===== src/rtl/mips_pkg.sv =====
// Shared MIPS datapath constants used by the register file, ALU and control.
package mips_pkg;

  localparam int DATA_W_DEFAULT = 32;  // architectural register width
  localparam int ADDR_W_DEFAULT = 5;   // 32 architectural registers

  // Hard-wired zero register index ($zero)
  localparam int unsigned REG_ZERO = 0;

endpackage : mips_pkg


===== src/rtl/regfile_read_port.sv =====
// One combinational register-file read port: index decode, $zero forcing and,
// when REGFILE_BYPASS_EN is defined, a write-through bypass mux.
module regfile_read_port
  import mips_pkg::*;
#(
  parameter int DATA_W = DATA_W_DEFAULT,
  parameter int ADDR_W = ADDR_W_DEFAULT
) (
  input  logic [ADDR_W-1:0] rd_idx,
  input  logic [DATA_W-1:0] regs [2**ADDR_W],
  input  logic              wr_en,    // write really happens this edge (RegWrite && !rst)
  input  logic [ADDR_W-1:0] wr_idx,
  input  logic [DATA_W-1:0] wr_data,
  output logic [DATA_W-1:0] rd_data
);

`ifndef REGFILE_BYPASS_EN
  // Write-port inputs only feed the bypass mux; keep them visibly consumed.
  logic unused_bypass;
  assign unused_bypass = ^{wr_en, wr_idx, wr_data};
`endif

  // Select stored value, optionally forward the in-flight write, then force $zero.
  always_comb begin
    // NOTE: assigning a default first guarantees every path drives rd_data, so no latch.
    rd_data = regs[rd_idx];
`ifdef REGFILE_BYPASS_EN
    if (wr_en && (wr_idx == rd_idx)) begin
      rd_data = wr_data;
    end
`endif
    // Applied last so neither storage nor bypass can ever leak through index 0.
    if (rd_idx == ADDR_W'(REG_ZERO)) begin
      rd_data = '0;
    end
  end

endmodule : regfile_read_port


===== src/rtl/register_file.sv =====
// MIPS-style register file: 2**ADDR_W x DATA_W, two combinational read ports,
// one synchronous write port, $zero hard-wired, synchronous active-high reset.
// Optional macro REGFILE_BYPASS_EN enables same-cycle write-through on reads.
module register_file
  import mips_pkg::*;
#(
  parameter int DATA_W = DATA_W_DEFAULT,
  parameter int ADDR_W = ADDR_W_DEFAULT
) (
  input  logic              clk,
  input  logic              rst,
  input  logic              RegWrite,
  input  logic [ADDR_W-1:0] read_reg1,
  input  logic [ADDR_W-1:0] read_reg2,
  input  logic [ADDR_W-1:0] write_reg,
  input  logic [DATA_W-1:0] write_data,
  output logic [DATA_W-1:0] read_data1,
  output logic [DATA_W-1:0] read_data2
);

  localparam int NUM_REGS = 2**ADDR_W;

  logic [DATA_W-1:0] regs_q [NUM_REGS];
  logic [DATA_W-1:0] regs_d [NUM_REGS];
  logic              wr_en;

  // Reset wins over RegWrite; the same qualified enable gates the bypass.
  assign wr_en = RegWrite && !rst;

  // Next-state of the array: at most one register updated, $zero never written.
  always_comb begin
    regs_d = regs_q;
    if (wr_en && (write_reg != ADDR_W'(REG_ZERO))) begin
      regs_d[write_reg] = write_data;
    end
    regs_d[REG_ZERO] = '0;
  end

  // Storage update with synchronous clear.
  always_ff @(posedge clk) begin
    if (rst) begin
      // NOTE: the array is reset on purpose (software expects zeroed registers);
      // this keeps it in flops rather than an inferred RAM, which is acceptable here.
      for (int i = 0; i < NUM_REGS; i++) begin
        // NOTE: non-blocking assignment for all state so every flop samples pre-edge values.
        regs_q[i] <= '0;
      end
    end else begin
      regs_q <= regs_d;
    end
  end

  regfile_read_port #(
    .DATA_W (DATA_W),
    .ADDR_W (ADDR_W)
  ) u_rd_port1 (
    .rd_idx  (read_reg1),
    .regs    (regs_q),
    .wr_en   (wr_en),
    .wr_idx  (write_reg),
    .wr_data (write_data),
    .rd_data (read_data1)
  );

  regfile_read_port #(
    .DATA_W (DATA_W),
    .ADDR_W (ADDR_W)
  ) u_rd_port2 (
    .rd_idx  (read_reg2),
    .regs    (regs_q),
    .wr_en   (wr_en),
    .wr_idx  (write_reg),
    .wr_data (write_data),
    .rd_data (read_data2)
  );

endmodule : register_file


===== config.mk =====
export PLATFORM = sky130hd
export DESIGN_NAME = register_file
export DESIGN_NICKNAME = d
export VERILOG_FILES = /design/src/rtl/mips_pkg.sv /design/src/rtl/regfile_read_port.sv /design/src/rtl/register_file.sv
export SDC_FILE = /design/constraint.sdc
export NUM_CORES = 2
export LEC_CHECK = 0
export ABC_AREA = 1
export ABC_CLOCK_PERIOD_IN_PS = 1700
export CAP_MARGIN = 20
export CELL_PAD_IN_SITES_DETAIL_PLACEMENT = 1
export CELL_PAD_IN_SITES_GLOBAL_PLACEMENT = 2
export CORE_MARGIN = 2
export CORE_UTILIZATION = 30
export CTS_CLUSTER_DIAMETER = 60
export DETAILED_ROUTE_END_ITERATION = 10
export GPL_TIMING_DRIVEN = 0
export PLACE_DENSITY_LB_ADDON = 0.3
export SYNTH_ARGS = -nofsm -noshare
export SYNTH_HDL_FRONTEND = slang
export SYNTH_SLANG_ARGS = --single-unit

===== constraint.sdc =====
create_clock -name clk -period 1.7 [get_ports clk]
set_input_delay 0.255 -clock clk [delete_from_list [all_inputs] [get_ports clk]]
set_output_delay 0.255 -clock clk [all_outputs]
set_load 0.05 [all_outputs]

## Word level (Yosys, flattened, before mapping)

Index checks and enable logic that the tools add are counted.

- Add/subtract/negate cells: 0
- Multipliers: 0
- Div/mod/pow operators: 0
- $lt $le $gt $ge: 4
- Equal/unequal tests: 0
- Shifts and indexed selects: 0
- Muxes and demuxes: 11
- Bitwise operators: 3
- Reductions and logical operators: 7

Operators by type and width:

| cell | count |
|---|---|
| 1024-bit bitwise mux | 1 |
| 32-bit binary-select mux with 5-bit select | 2 |
| 32-bit 2-to-1 mux | 7 |
| 32-bit demux with 5-bit select | 1 |
| 6-bit >= comparator (second input constant) | 3 |
| 5-bit NOT with 6-bit output | 3 |
| 5-bit zero test | 2 |
| 6-bit by 1-bit less-than comparator with 1-bit output (second input constant) | 1 |
| 5-bit nonzero test | 1 |
| 1-bit logical AND | 3 |
| 1-bit zero test | 1 |

- Register bits after elaboration: 1024
- Latch bits: 0
- RAM bits: 0
- ROM bits: 0
- Bits of input ports: 50
- Memories: 0

## Depth between registers and ports, before layout

- Depth after elaboration: 6
- Depth in mapped cells: 13
- Depth with buffers taken out: 11

## By module

From an unflattened synthesis, not the netlist that was laid out.

- Cell total of the unflattened synthesis: 11018
- Area, all modules: 62755.2 sq um

Modules (own cells, without submodules):

| module | times used | cells an instance | area each (sq um) | seq. area each (sq um) |
|---|---|---|---|---|
| register_file | 1 | 6090 | 41279.6 | 19859.0 |
| regfile_read_port | 2 | 2464 | 10737.8 | 0.0 |

## Worst setup path after synthesis

OpenSTA, ideal clock, no wires.

- Path type: input to output
- Start point: input read_reg2[1]
- End point: output read_data2[19]
- Arrival time: 1.788 ns
- Required time: 1.445 ns
- Setup slack: -0.343 ns
- Cell stages on the path: 10
- Buffers on the path: 3
- Cells stage by stage: buf_2 > inv_2 > nand2_2 > inv_2 > buf_2 > buf_1 > a21oi_1 > nand3_1 > nand3_1 > nand2_1

- Word-level cells in the longest chain between the ends: 5
- Elaborated cells on any way between the ends: 6

RTL lines:

| element | RTL line | text |
|---|---|---|
| start: declaration | register_file.sv:14 | `input logic [ADDR_W-1:0] read_reg2,` |
| 5-bit NOT with 6-bit output (implied by the code) | regfile_read_port.sv:26 | `rd_data = regs[rd_idx];` |
| 32-bit binary-select mux with 5-bit select | regfile_read_port.sv:26 |  |
| 32-bit 2-to-1 mux (implied by the code) (2 in series) | regfile_read_port.sv:26 |  |
| 32-bit 2-to-1 mux * | regfile_read_port.sv:33 | `if (rd_idx == ADDR_W'(REG_ZERO)) begin` |
| end: declaration | register_file.sv:18 | `output logic [DATA_W-1:0] read_data2` |

Every way passes the cells marked *; elsewhere a longest branch is shown, timed or not. The select of a mux whose other input is x is not followed.

## Worst setup path after layout

- Start point: register regs_q[398] (netlist bit)
- End point: output read_data1[14]

- Word-level cells in the longest chain between the ends: 4

RTL lines:

| element | RTL line | text |
|---|---|---|
| start: declaration | register_file.sv:23 | `logic [DATA_W-1:0] regs_q [NUM_REGS];` |
| start signal: assignment | register_file.sv:49 | `regs_q <= regs_d;` |
| 32-bit binary-select mux with 5-bit select | regfile_read_port.sv:26 |  |
| 32-bit 2-to-1 mux (implied by the code) (2 in series) | regfile_read_port.sv:26 |  |
| 32-bit 2-to-1 mux | regfile_read_port.sv:33 |  |
| end: declaration | register_file.sv:17 | `output logic [DATA_W-1:0] read_data1,` |

Every way passes these cells. The select of a mux whose other input is x is not followed.

==> results.yml <==
status:
  outcome: "finished with violations"
  violations: "negative setup slack"
power:
  combPwrFrac: 0.211
  p_int_uw: 45900
  power_density_mw_per_mm2: 890
  vdd.ir_drop.worst_mv: 0.772
  pwr-share-seq: 0.332
  power_frac_clock: 0.457
  p_leak_uw: 0.0310
  switching_share: 0.352
  p_sw_uw: 24900
global_route:
  gr-usage-all-layers: 0.495
  antenna_found_initial: 63
  grt_pass1_wl_mm: 636
  grt_max_degree: 17
  grt_remaining_overflow: 0
  grt_pass1_vias: 71026
clocking:
  cts_sinks: 992
  numCtsBuffers: 145
  clk_path_buf_depth: 3
  clk_pin_slew_ns: 0.06
  clk_latency_ns: 0.85
  clockRootBuffer: "clkbuf_16"
  htree_levels: 4
  cts_tree: "done"
sta:
  maxClockFrequency_mhz: 356
  worst_slack_ns: -1.11
  setup_viol: 213
  period_needed_ns: 2.81
  slew-limit-headroom: 0.153
  finalHoldViolations: 0
  post-route-period-util: 1.65
  max_slew.worst_pin.slew_ns: 1.27
  rsz0062_at_grt: "true"
  tns_ns: -64.44
  skew_ns: 0
  maxSlewViolCount: 0
routing:
  dr_wl_met2_mm: 206
  drt_iter0_markers: 9649
  avgRoutedWirePerCell_um: 39.8
  via_per_inst: 6.10
  routed.top_layer: "met5"
  ant_nets: 0
  dr.pass1.iters: 8
  drc: 0
  wl_met1_mm: 175
  routed_wl_mm: 494
  dr_wl_met3_mm: 50.9
  vias: 75665
worst_hold_path:
  hold_path_class: "in -> reg"
setup_path:
  slowest_delay_ns: 0.38
  crit_type: "reg -> out"
  crit_path_start_kind: "register"
  arrival_ns: 2.56
  cp-end-kind: "output port"
  crit_required_ns: 1.44
  crit_chain: "nand2_2 > nand3_4 > nand4_1 > nand3_4 > nand3_4 > nand2_4 > buf_8"
  crit_top_cell: "nand3_4"
  cp_max_fo: 3
  worst_path_max_delay_cell: "nand4_1"
layout:
  design_area_mm2: 0.0795
  regMostFlops: "regs_q"
  nets: 9811
  final_cells: 12411
  drive_gt1_frac: 0.296
  largest_reg_flops: 992
  utilization: 0.428
  syn2layout_area_growth_pct: 41.6
  reg_top3: "regs_q: 992 flops"
placed_design:
  dpl-instance-area_mm2: 0.0625
  hpwl_mm: 385
  place_congestion: 1.13
  io_buffers: 72
  dp.cells: 12032
logic_synthesis:
  yosysSeqAreaShare: 0.354
  synth_fp_nets: 9453
  yosysWarnings: 0
  syn-cell-area_mm2: 0.0562
  synth_cell_types: 23
  yosysTopAreaCell: "dfxtp_1"
  ys_ff_latch: 992
  synth_top_cell_area_share: 0.354
  syn_inst: 9403
  synth_area_leaders: "dfxtp_1 35%, nand2_1 18%, nand3_1 14%"
  syn_area_per_cell_um2: 5.97
floorplanning:
  row_count: 158
  initial_core_util: 0.302
  io_pins: 114
  fp.dieArea_mm2: 0.191
  design.core.area_mm2: 0.186
  die_y_um: 437
  die_x_um: 437
job:
  drv_cap: 0
## cells in the mapped netlist
library cell,n
nor4_1,64
nand2_2,1
nor3_1,65
nor3_2,1
buf_2,168
nor2_4,1
nand3_2,1
o21ai_0,685
a21oi_1,936
inv_2,13
nand3_1,1574
dfxtp_1,992
nand4_1,67
or2_2,16
clkbuf_1,634
nor2_2,10
o211ai_1,6
nor2_1,662
buf_1,73
o21ai_1,8
buf_4,1
inv_1,735
nand2_1,2690
## cell type report
type                       instances  area [um^2]
sequential                       992        20500
antenna                           56          140
buffer                           872         5340
multi-input combinational       6787        39300
timing repair buffer             215         3330
fill                           23242       106000
clock buffer                     203         4210
tap                             2480         3100
inverter                         748         2900
clock inverter                    58          738
## path summary, 6_finish.rpt
path             startpoint             end  slack [ns]  depth (start not counted)
max             regs_q[398]  read_data1[14]       -1.11                          7
min          write_data[30]     regs_q[990]        0.08                          3
max reg2reg       regs_q[5]       regs_q[5]        0.89                          3
min reg2reg     regs_q[970]     regs_q[970]        0.46                          2
## metal layers
metal / vias up / GRT usage
met5: - / 0.00655
met4: 12 / 0.524
met3: 1817 / 0.141
met2: 5032 / 0.722
met1: 37432 / 0.560
li1: 31372 / -
## repair_timing
action                                  4_1_cts  5_1_grt
endpoints found under the setup margin     1024     1023
hold buffers                                  5        0
pin swaps                                   152      541
cloned                                        3        1
resized for setup                          1833     1867
buffers inserted                             15       42
hold endpoints to repair                     10        0
## worst max-delay path, delay by kind of cell, from the launching register on
| kind | cells | cell delay [ns] |
|---|---|---|
| DFF | 1 | 0.35 |
| and+or+nand+nor | 6 | 1.20 |
| buffers and inverters | 1 | 0.16 |
## logic make-up after synthesis
family | Yosys count | synth area share
flip-flops | 992 | 0.354
buffers and inverters | 1624 | 0.112
AND/OR/NAND/NOR | 5152 | 0.388
AO/OA/AOI/OAI | 1635 | 0.146
## placed cells by master (no fill, tap or decap), types with 56 or more instances in the layout
cell and n:
nand4_1 67, o21ai_0 557, buf_6 57, diode_2 56, clkbuf_8 61, nor4_1 63
nor3_1 64, inv_1 628, nand3_2 435, nor2_1 653, nand2_2 277, nand3_4 359
clkbuf_4 81, o21ai_1 57, clkbuf_16 155, dfxtp_4 59, o21ai_2 59, buf_8 113
inv_2 96, nand2_1 2282, nand2_4 125, clkbuf_1 296, buf_2 124, buf_4 87
dfxtp_1 580, clkbuf_2 225, a21oi_1 888, nand3_1 781, dfxtp_2 353
## metrics by stage
| step | hold slack (ns) | power, uW | setup slack (ns) |
|---|---|---|---|
| 6_report | 0.0775 | 70800 | -1.11 |
| 5_1_grt | 0.0938 | 71300 | -1.04 |
| 4_1_cts | 0.0408 | 68600 | -0.965 |
| 3_5_place_dp | 0.455 | 35700 | -3.82 |
| 3_3_place_gp | 0.446 | 35200 | -4.10 |
| 2_1_floorplan | 0.437 | 29000 | -0.00383 |
## power groups by stage
| stage | clock, uW | sequential [uW] | combinational, uW |
|---|---|---|---|
| 5_1_grt | 33100 | 23500 | 14700 |
| 3_5_place_dp | 0 | 24100 | 11600 |
| 4_1_cts | 32200 | 23500 | 12900 |
| 2_1_floorplan | 0 | 24000 | 4960 |
| 3_3_place_gp | 0 | 24100 | 11100 |
| 6_report | 32400 | 23500 | 14900 |
(Power assumes the default switching activity.)
